<file path="config.mk">
export PLATFORM = sky130hd
export DESIGN_NAME = fifo_read_ctrl
export DESIGN_NICKNAME = d
export VERILOG_FILES = /design/src/rtl/fifo_read_ctrl.sv
export SDC_FILE = /design/constraint.sdc
export NUM_CORES = 1
export LEC_CHECK = 0
export CORE_UTILIZATION = 50
export DETAILED_ROUTE_END_ITERATION = 6
export DONT_BUFFER_PORTS = 1
export GPL_TIMING_DRIVEN = 0
export HOLD_SLACK_MARGIN = 0.1
export PLACE_DENSITY_LB_ADDON = 0.3
export SYNTH_ARGS = -nofsm -noshare
export SYNTH_HDL_FRONTEND = slang
export SYNTH_SLANG_ARGS = --single-unit
export TNS_END_PERCENT = 30
</file>
<file path="constraint.sdc">
create_clock -name clk -period 4.7 [get_ports clk]
set_input_delay 0.235 -clock clk [delete_from_list [all_inputs] [get_ports clk]]
set_output_delay 0.235 -clock clk [all_outputs]
set_load 0.03 [all_outputs]
</file>
<file path="src/rtl/fifo_read_ctrl.sv">
// Drain stage behind the FIFO controller/RAM: pops words into a 2-entry buffer and
// presents them as a framed valid/ready stream with m_last every FRAME_LEN beats.
module fifo_read_ctrl #(
    parameter int unsigned DATA_WIDTH = 8,
    parameter int unsigned FRAME_LEN  = 4,
    parameter int unsigned CNT_WIDTH  = 16
) (
    input  logic                  clk,
    input  logic                  rst,
    input  logic                  en,
    input  logic                  fifo_empty,
    output logic                  fifo_rd,
    input  logic [DATA_WIDTH-1:0] fifo_rdata,
    output logic                  m_valid,
    input  logic                  m_ready,
    output logic [DATA_WIDTH-1:0] m_data,
    output logic                  m_last,
    output logic [CNT_WIDTH-1:0]  frame_cnt,
    output logic                  busy
);

    localparam int unsigned BEAT_W = (FRAME_LEN > 1) ? $clog2(FRAME_LEN) : 1;
    localparam logic [BEAT_W-1:0] LAST_BEAT = BEAT_W'(FRAME_LEN - 1);

    logic                  r_started;
    logic [1:0]            r_buf_cnt;
    logic                  r_inflight;
    logic                  r_head;
    logic [DATA_WIDTH-1:0] r_buf [2];
    logic [BEAT_W-1:0]     r_beat_cnt;
    logic [CNT_WIDTH-1:0]  r_frame_cnt;

    logic                  w_pop;
    logic                  w_issue;
    logic                  w_tail;
    logic [1:0]            w_buf_next;

    // The pop is decided in the same clock it is issued, so head + in-flight + new pop
    // always fit the two buffer entries while still allowing one word per clock.
    always_comb begin
        w_pop      = (r_buf_cnt != 2'd0) & m_ready;
        w_buf_next = r_buf_cnt + 2'(r_inflight) - 2'(w_pop);
        w_issue    = r_started & en & ~fifo_empty & (w_buf_next < 2'd2);
        w_tail     = r_head ^ r_buf_cnt[0];
    end

    always_ff @(posedge clk or posedge rst) begin
        if (rst) begin
            r_started   <= 1'b0;
            r_buf_cnt   <= '0;
            r_inflight  <= 1'b0;
            r_head      <= 1'b0;
            r_buf[0]    <= '0;
            r_buf[1]    <= '0;
            r_beat_cnt  <= '0;
            r_frame_cnt <= '0;
        end else begin
            r_started  <= 1'b1;
            r_inflight <= w_issue;
            r_buf_cnt  <= w_buf_next;
            if (r_inflight) begin
                r_buf[w_tail] <= fifo_rdata;
            end
            if (w_pop) begin
                r_head <= ~r_head;
                if (r_beat_cnt == LAST_BEAT) begin
                    r_beat_cnt  <= '0;
                    r_frame_cnt <= r_frame_cnt + CNT_WIDTH'(1);
                end else begin
                    r_beat_cnt <= r_beat_cnt + BEAT_W'(1);
                end
            end
        end
    end

    always_comb begin
        fifo_rd   = w_issue;
        m_valid   = (r_buf_cnt != 2'd0);
        m_data    = r_buf[r_head];
        m_last    = (r_buf_cnt != 2'd0) & (r_beat_cnt == LAST_BEAT);
        frame_cnt = r_frame_cnt;
        busy      = (r_buf_cnt != 2'd0) | r_inflight;
    end

endmodule

</file>
==> impl_metrics.csv, run 1 <==
group,metric,value,unit
hold_path,hp-start,"m_ready",
synthesis,synth.most_common_cell,"dfrtp_1",
cts,clockBufferDepth,2,
cells_and_area,syn2layout_area_growth,13.1,%
route,first_pass_iters,4,
sta,rsz0062_at_grt,"no",
placed_design,hpwlAfterDp,2270,µm
route,wl_per_cell,16.1,µm
route,ant_nets,0,
grt,grt_first_pass_wirelength,5600,µm
die,start_util,53.6,%
synthesis,yosys_warnings,0,
critical_path,cp_top_family,"simple AND/OR/NAND/NOR gates",
die,rows,21,
critical_path,cp-end-kind,"output pin",
critical_path,slowest_delay,780,ps
route,drc,0,
power,power.leakage,0.975,nW
hold_path,min_path_cells,2,
critical_path,crit_type,"flop to output pin",
sta,setup-tns-final,0,ps
synthesis,synthFlopType,"dfrtp_1",
grt,grt_usage,18.8,%
cts,cts_tree,"yes",
critical_path,cp_data_arrival_time,3080,ps
critical_path,path_buf_inv,2,
placed_design,place.port_buffers,0,
cts,cts.sinks,39,
sta,period_needed,3320,ps
power,pwr_density_cell,610,nW/µm²
power,vdd_drop_max,0.353,mV
synthesis,synth_nets,153,
cts,numCtsBuffers,5,
route,totalWireLength,3240,µm
synthesis,synthesis.area,1830,µm²
critical_path,required,4470,ps
critical_path,rr_endpoint,"r_inflight",
die,design.portCount,41,
cells_and_area,nNetsFinal,171,
die,fp.dieArea,3910,µm²
grt,grt_overflow,0,
sta,slew_violations,0,
synthesis,yosys.area.top_type_share,53.3,%
critical_path,cp_max_fo,5,
cts,post-cts-setup-buffer-count,0,
cells_and_area,fill_cells,282,
die,core_area,3420,µm²
die,die_w,62.5,µm
cells_and_area,diodes,0,
synthesis,synth_area_leader_cell,"dfrtp_1",
synthesis,syn_avg_cell_area,13.5,µm²
synthesis,seq_area_frac_synth,53.3,%
critical_path,slowest_stage,"nor3_1",
sta,fin_ws,1380,ps
hold_path,holdPathEnd,"frame_cnt[0]",
grt,antenna_found_initial,0,
route,vias,1081,
synthesis,syn_inst,136,
placed_design,gp_congestion,0.859,
sta,finClkSkew,13.4,ps
sta,worst_slew_pin_slew,948,ps
critical_path,worst-path-stages,9,
cts,path_clk_slew,120,ps
sta,max_freq,0.302,GHz
route,first_iter_violations,31,
synthesis,synth-edff-count,0,
cells_and_area,final_cells,201,
grt,grt_pass1_vias,1174,
critical_path,cp-start-kind,"flop",
sta,hold_violations,0,
outcome,status,"completed",
die,fp.dieH,62.5,µm
cts,cts_max_level,2,
placed_design,dp_cells,183,
synthesis,ys_top_cells_by_count,"dfrtp_1 (39), mux2_2 (17), xnor2_1 (13)",
sta,slew_headroom,36.3,%
job,maxCapViolCount,0,
cells_and_area,final_core_util,60.6,%
synthesis,ys_ff_latch,39,
hold_path,min_path_type,"input port to flop",
cells_and_area,drive_gt1_share,28.4,%
cts,cts_root_buf,"clkbuf_4",
critical_path,timing.rr.start,"r_buf_cnt[1]",
sta,final-setup-viol-count,0,
critical_path,r2r_slack,1780,ps
placed_design,post-place-ws,1770,ps
critical_path,path_cells,"or2_2, nand2_1, inv_1, ha_1, inv_1, ha_1, xnor2_1, xnor2_1, nor3_1",
synthesis,synthTopCellsByArea,"dfrtp_1 (53%), mux2_2 (10%), mux2_4 (6.6%)",
critical_path,crit_start,"r_buf_cnt[1]",
synthesis,ys_types,27,
critical_path,rr_worst_depth,9,
sta,fin_hold_ws,137,ps
synthesis,synthArstFlopShare,100,%
route,viasPerCell,5.38,
grt,grt_max_degree,23,
cts,clk_latency,350,ps
sta,post-route-period-util,70.6,%
cts,cts_resized,0,
## sequential cells by signal (all words and copies together) (netlist names)
register    count
r_started       1
r_beat_cnt      2
r_head          1
r_buf_cnt       2
r_buf          16
frame_cnt      16
r_inflight      1
## layout by cell type, fill, tap and decap left out, drive strengths merged, types with 6 or more instances in the layout
cell and instances:
clkbuf 6, xor2 6, dlygate4sd3 10, xnor2 13, nand2 11, mux2 25, nand4 6, dfrtp 39
nand3 7
## worst max path at each step
stage                         end
after floorplan           fifo_rd
after detailed placement  fifo_rd
after global routing      fifo_rd
after global placement    fifo_rd
final                     fifo_rd
after CTS                 fifo_rd
## logic make-up after synthesis
group | Yosys count | share of synthesized area, %
DFF | 39 | 53.3
and+or+nand+nor | 38 | 13.2
muxes | 25 | 17.0
xor gates and xnor gates | 19 | 9.09
buffers and inverters | 7 | 2.32
adders and majority gates | 4 | 2.73
AOI/OAI and AO/OA | 3 | 2.12
other | 1 | 0.205
## per-stage QoR
step / power, mW / area [µm²]
4_1_cts: 1.27 / 2070
2_1_floorplan: 1.01 / 1830
6_report: 1.26 / 2070
5_1_grt: 1.33 / 2070
3_3_place_gp: 1.06 / 1890
3_5_place_dp: 1.10 / 1920
## per-layer routing
layer | GRT usage (%) | vias to the layer above | wire length (µm)
met5 | 0 | - | 0
met4 | 6.98 | 0 | 64
met3 | 6.57 | 8 | 160
met2 | 31.9 | 28 | 1640
met1 | 21.9 | 541 | 1370
li1 | - | 504 | -
## where the power goes
part / leakage (nW) / internal (mW) / switching [mW]
Clock: 0.0282 / 0.0577 / 0.109
Sequential: 0.490 / 0.446 / 0.119
Combinational: 0.457 / 0.229 / 0.301
## cell type report
class                      count  area (µm²)  area share [%]
tap                           46        57.6            2.78
multi-input combinational     90         812            39.2
timing repair buffer          11         128            6.17
sequential                    39         976            47.2
clock buffer                   6        41.3            2.00
inverter                       4        15.0           0.726
clock inverter                 2        12.5           0.605
buffer                         3        27.5            1.33
## repair_timing
item / CTS / global route
hold buffers: 10 / 0
endpoints found under the setup margin: 0 / 0
endpoints found under the hold margin: 38 / 0
(Power assumes the default switching activity.)
==> run 2, diff against run 1 <==
--- a/config.mk
+++ b/config.mk
@@ -5,6 +5,7 @@
 export SDC_FILE = /design/constraint.sdc
 export NUM_CORES = 1
 export LEC_CHECK = 0
+export ABC_AREA = 1
 export CORE_UTILIZATION = 50
 export DETAILED_ROUTE_END_ITERATION = 6
 export DONT_BUFFER_PORTS = 1
==> constraint.sdc (replaced) <==
create_clock -name clk -period 3.25 [get_ports clk]
set_input_delay 0.1625 -clock clk [delete_from_list [all_inputs] [get_ports clk]]
set_output_delay 0.1625 -clock clk [all_outputs]
set_load 0.03 [all_outputs]
==> run 2 against run 1 <==
Against the previous run: combinational power rose by 50%; core utilization is 1.5 points lower; first-iteration DRC count rose to 3.2 times the previous value; die area increased by 7.0%; clock-buffer cell count is the same; setup slack worse by 730 ps; sequential share of layout area shrank 2.7 points; sequential power grew 44%; via count increased by 41%; critical path type unchanged; critical endpoint unchanged.
==> impl_metrics.csv, run 2 <==
group,metric,value,unit
synthesis,ys_top_cells_by_count,"nand2_1 (101), dfrtp_1 (39), inv_1 (26)",
cts,postCtsHoldBufs,10,
die,fp.dieH,64.7,µm
sta,final-setup-viol-count,0,
critical_path,cp_max_fo,4,
synthesis,synth.most_common_cell,"nand2_1",
placed_design,place.port_buffers,0,
die,design.portCount,41,
power,vdd_drop_max,0.574,mV
critical_path,required,3090,ps
cells_and_area,layout_common_cells,"nand2_1 (101), dfrtp_1 (39), inv_1 (25)",
synthesis,synth-edff-count,0,
die,start_util,52.8,%
cts,clk_latency,280,ps
grt,grt_usage,21.3,%
sta,rsz0062_at_grt,"no",
die,fp.dieArea,4180,µm²
job,maxCapViolCount,0,
sta,slew_violations,0,
sta,fin_hold_ws,135,ps
cells_and_area,syn2layout_area_growth,11.9,%
synthesis,seq_area_frac_synth,49.7,%
sta,post-route-period-util,80.0,%
sta,fin_ws,650,ps
synthesis,synth_area_leader_cell,"dfrtp_1",
critical_path,cp_data_arrival_time,2440,ps
critical_path,timing.rr.start,"r_buf_cnt[0]",
die,core_area,3720,µm²
hold_path,min_path_type,"input port to flop",
cts,cts.sinks,39,
cts,post-cts-setup-buffer-count,0,
route,ant_nets,0,
route,first_pass_iters,4,
grt,antenna_found_initial,0,
synthesis,synth_nets,258,
route,vias,1529,
sta,setup-tns-final,0,ps
synthesis,synthArstFlopShare,100,%
critical_path,cp_common_cell,"inv_1",
route,totalWireLength,3710,µm
synthesis,ys_types,21,
cells_and_area,final_common_cell,"nand2_1",
critical_path,cp-start-kind,"flop",
placed_design,post-place-ws,926,ps
sta,worst_slew_pin_slew,990,ps
hold_path,holdPathEnd,"frame_cnt[0]",
synthesis,synthTopCellsByArea,"dfrtp_1 (50%), nand2_1 (19%), inv_1 (5.0%)",
sta,slew_headroom,33.3,%
grt,grt_max_degree,40,
cts,path_clk_slew,70,ps
hold_path,hp-start,"m_ready",
power,power.leakage,1.09,nW
grt,grt_pass1_vias,1482,
cells_and_area,fill_cells,352,
critical_path,r2r_slack,930,ps
cts,cts_tree,"yes",
placed_design,hpwlAfterDp,2520,µm
critical_path,path_cells,"inv_1, nand2_4, nand2_1, inv_1, ha_1, inv_1, ha_1, xnor2_1, xor2_1, nor2_1",
route,first_iter_violations,98,
cts,numCtsBuffers,5,
grt,grt_overflow,0,
critical_path,slowest_delay,470,ps
cts,cts_root_buf,"clkbuf_8",
synthesis,syn_inst,241,
synthesis,synthesis.area,1960,µm²
die,die_w,64.7,µm
power,p_total,1.90,mW
critical_path,cp-end-kind,"output pin",
cts,cts_resized,0,
power,pwr_density_cell,864,nW/µm²
route,wl_per_cell,12.2,µm
cells_and_area,fin_area,2200,µm²
cells_and_area,nNetsFinal,275,
sta,hold_violations,0,
sta,finClkSkew,3.65,ps
synthesis,syn_avg_cell_area,8.15,µm²
grt,grt_first_pass_wirelength,6710,µm
route,drc,0,
sta,max_freq,0.385,GHz
route,viasPerCell,5.01,
synthesis,ys_ff_latch,39,
outcome,status,"completed",
critical_path,crit_type,"flop to output pin",
cts,cts_max_level,2,
cells_and_area,drive_gt1_share,7.00,%
placed_design,placed_area,2020,µm²
die,rows,22,
synthesis,synthFlopType,"dfrtp_1",
synthesis,yosys_warnings,0,
hold_path,min_path_cells,2,
synthesis,yosys.area.top_type_share,49.7,%
critical_path,slowest_stage,"nor2_1",
critical_path,rr_worst_depth,10,
critical_path,rr_endpoint,"r_inflight",
placed_design,gp_congestion,0.751,
cells_and_area,diodes,0,
cts,clockBufferDepth,2,
sta,period_needed,2600,ps
-- run 2: cell types whose count changed in the layout (fill, tap and decap cells not counted), moves of 8 or more --
cell | before | now
mux2_2 | 17 | 0
mux2_4 | 8 | 0
xnor2_1 | 13 | 2
nor2_1 | 3 | 15
inv_1 | 4 | 25
nand2_1 | 10 | 101
o21ai_0 | 0 | 12
-- run 2: power by group --
group	total, mW	internal [mW]	switching [mW]
logic	0.793	0.225	0.568
registers	0.811	0.648	0.162
clock network	0.295	0.143	0.152
-- run 2: worst max path at each step --
stage	startpoint	end	cells after the start
finish	r_buf_cnt[0]	fifo_rd	10
global route	r_buf_cnt[0]	fifo_rd	10
CTS	r_buf_cnt[0]	fifo_rd	10
detailed placement	r_buf_cnt[0]	r_inflight	10
global placement	r_buf_cnt[0]	r_inflight	10
floorplan	r_buf_cnt[0]	r_inflight	10
-- run 2: routing by layer --
metal | vias to the layer above | share of wire (%) | track usage (%)
met4 | 0 | 1.4 | 6.94
met3 | 6 | 4.3 | 5.81
li1 | 779 | - | -
met1 | 708 | 48 | 28.2
met5 | - | 0 | 0
met2 | 36 | 47 | 33.7
-- run 2: logic make-up (layout without fill, tap and decap cells) --
kind of cell / count (synthesis) / after routing / share of synthesized area (%)
compound gates: 15 / 15 / 4.33
buf+inv: 30 / 46 / 6.56
flops: 39 / 39 / 49.7
other cells: 1 / 1 / 0.191
simple gates: 143 / 143 / 32.2
fa+ha+maj: 4 / 4 / 2.55
xor+xnor: 9 / 9 / 4.40
-- run 2: layout make-up --
type / instances / area [µm²] / share of cell area (%)
plain buffers: 4 / 31.3 / 1.42
clock buffers: 6 / 72.6 / 3.30
inverters: 26 / 97.6 / 4.44
multi-input cells: 172 / 858 / 39.1
flip-flops and latches: 39 / 976 / 44.4
well taps: 48 / 60.1 / 2.74
repair buffers: 10 / 100 / 4.56
-- run 2: worst max-delay path: cells and delay by family, from the launching register on --
kind          cells  cell delay [ps]
xor+xnor          2              290
fa+ha+maj         2              450
buf+inv           3              250
flops             1              430
simple gates      3              730
-- run 2: through the flow --
stage,instances,util [%]
after detailed placement,289,54.4
after floorplan,241,-
after global routing,305,59.1
after CTS,305,59.1
final,305,59.1
after global placement,289,54.4
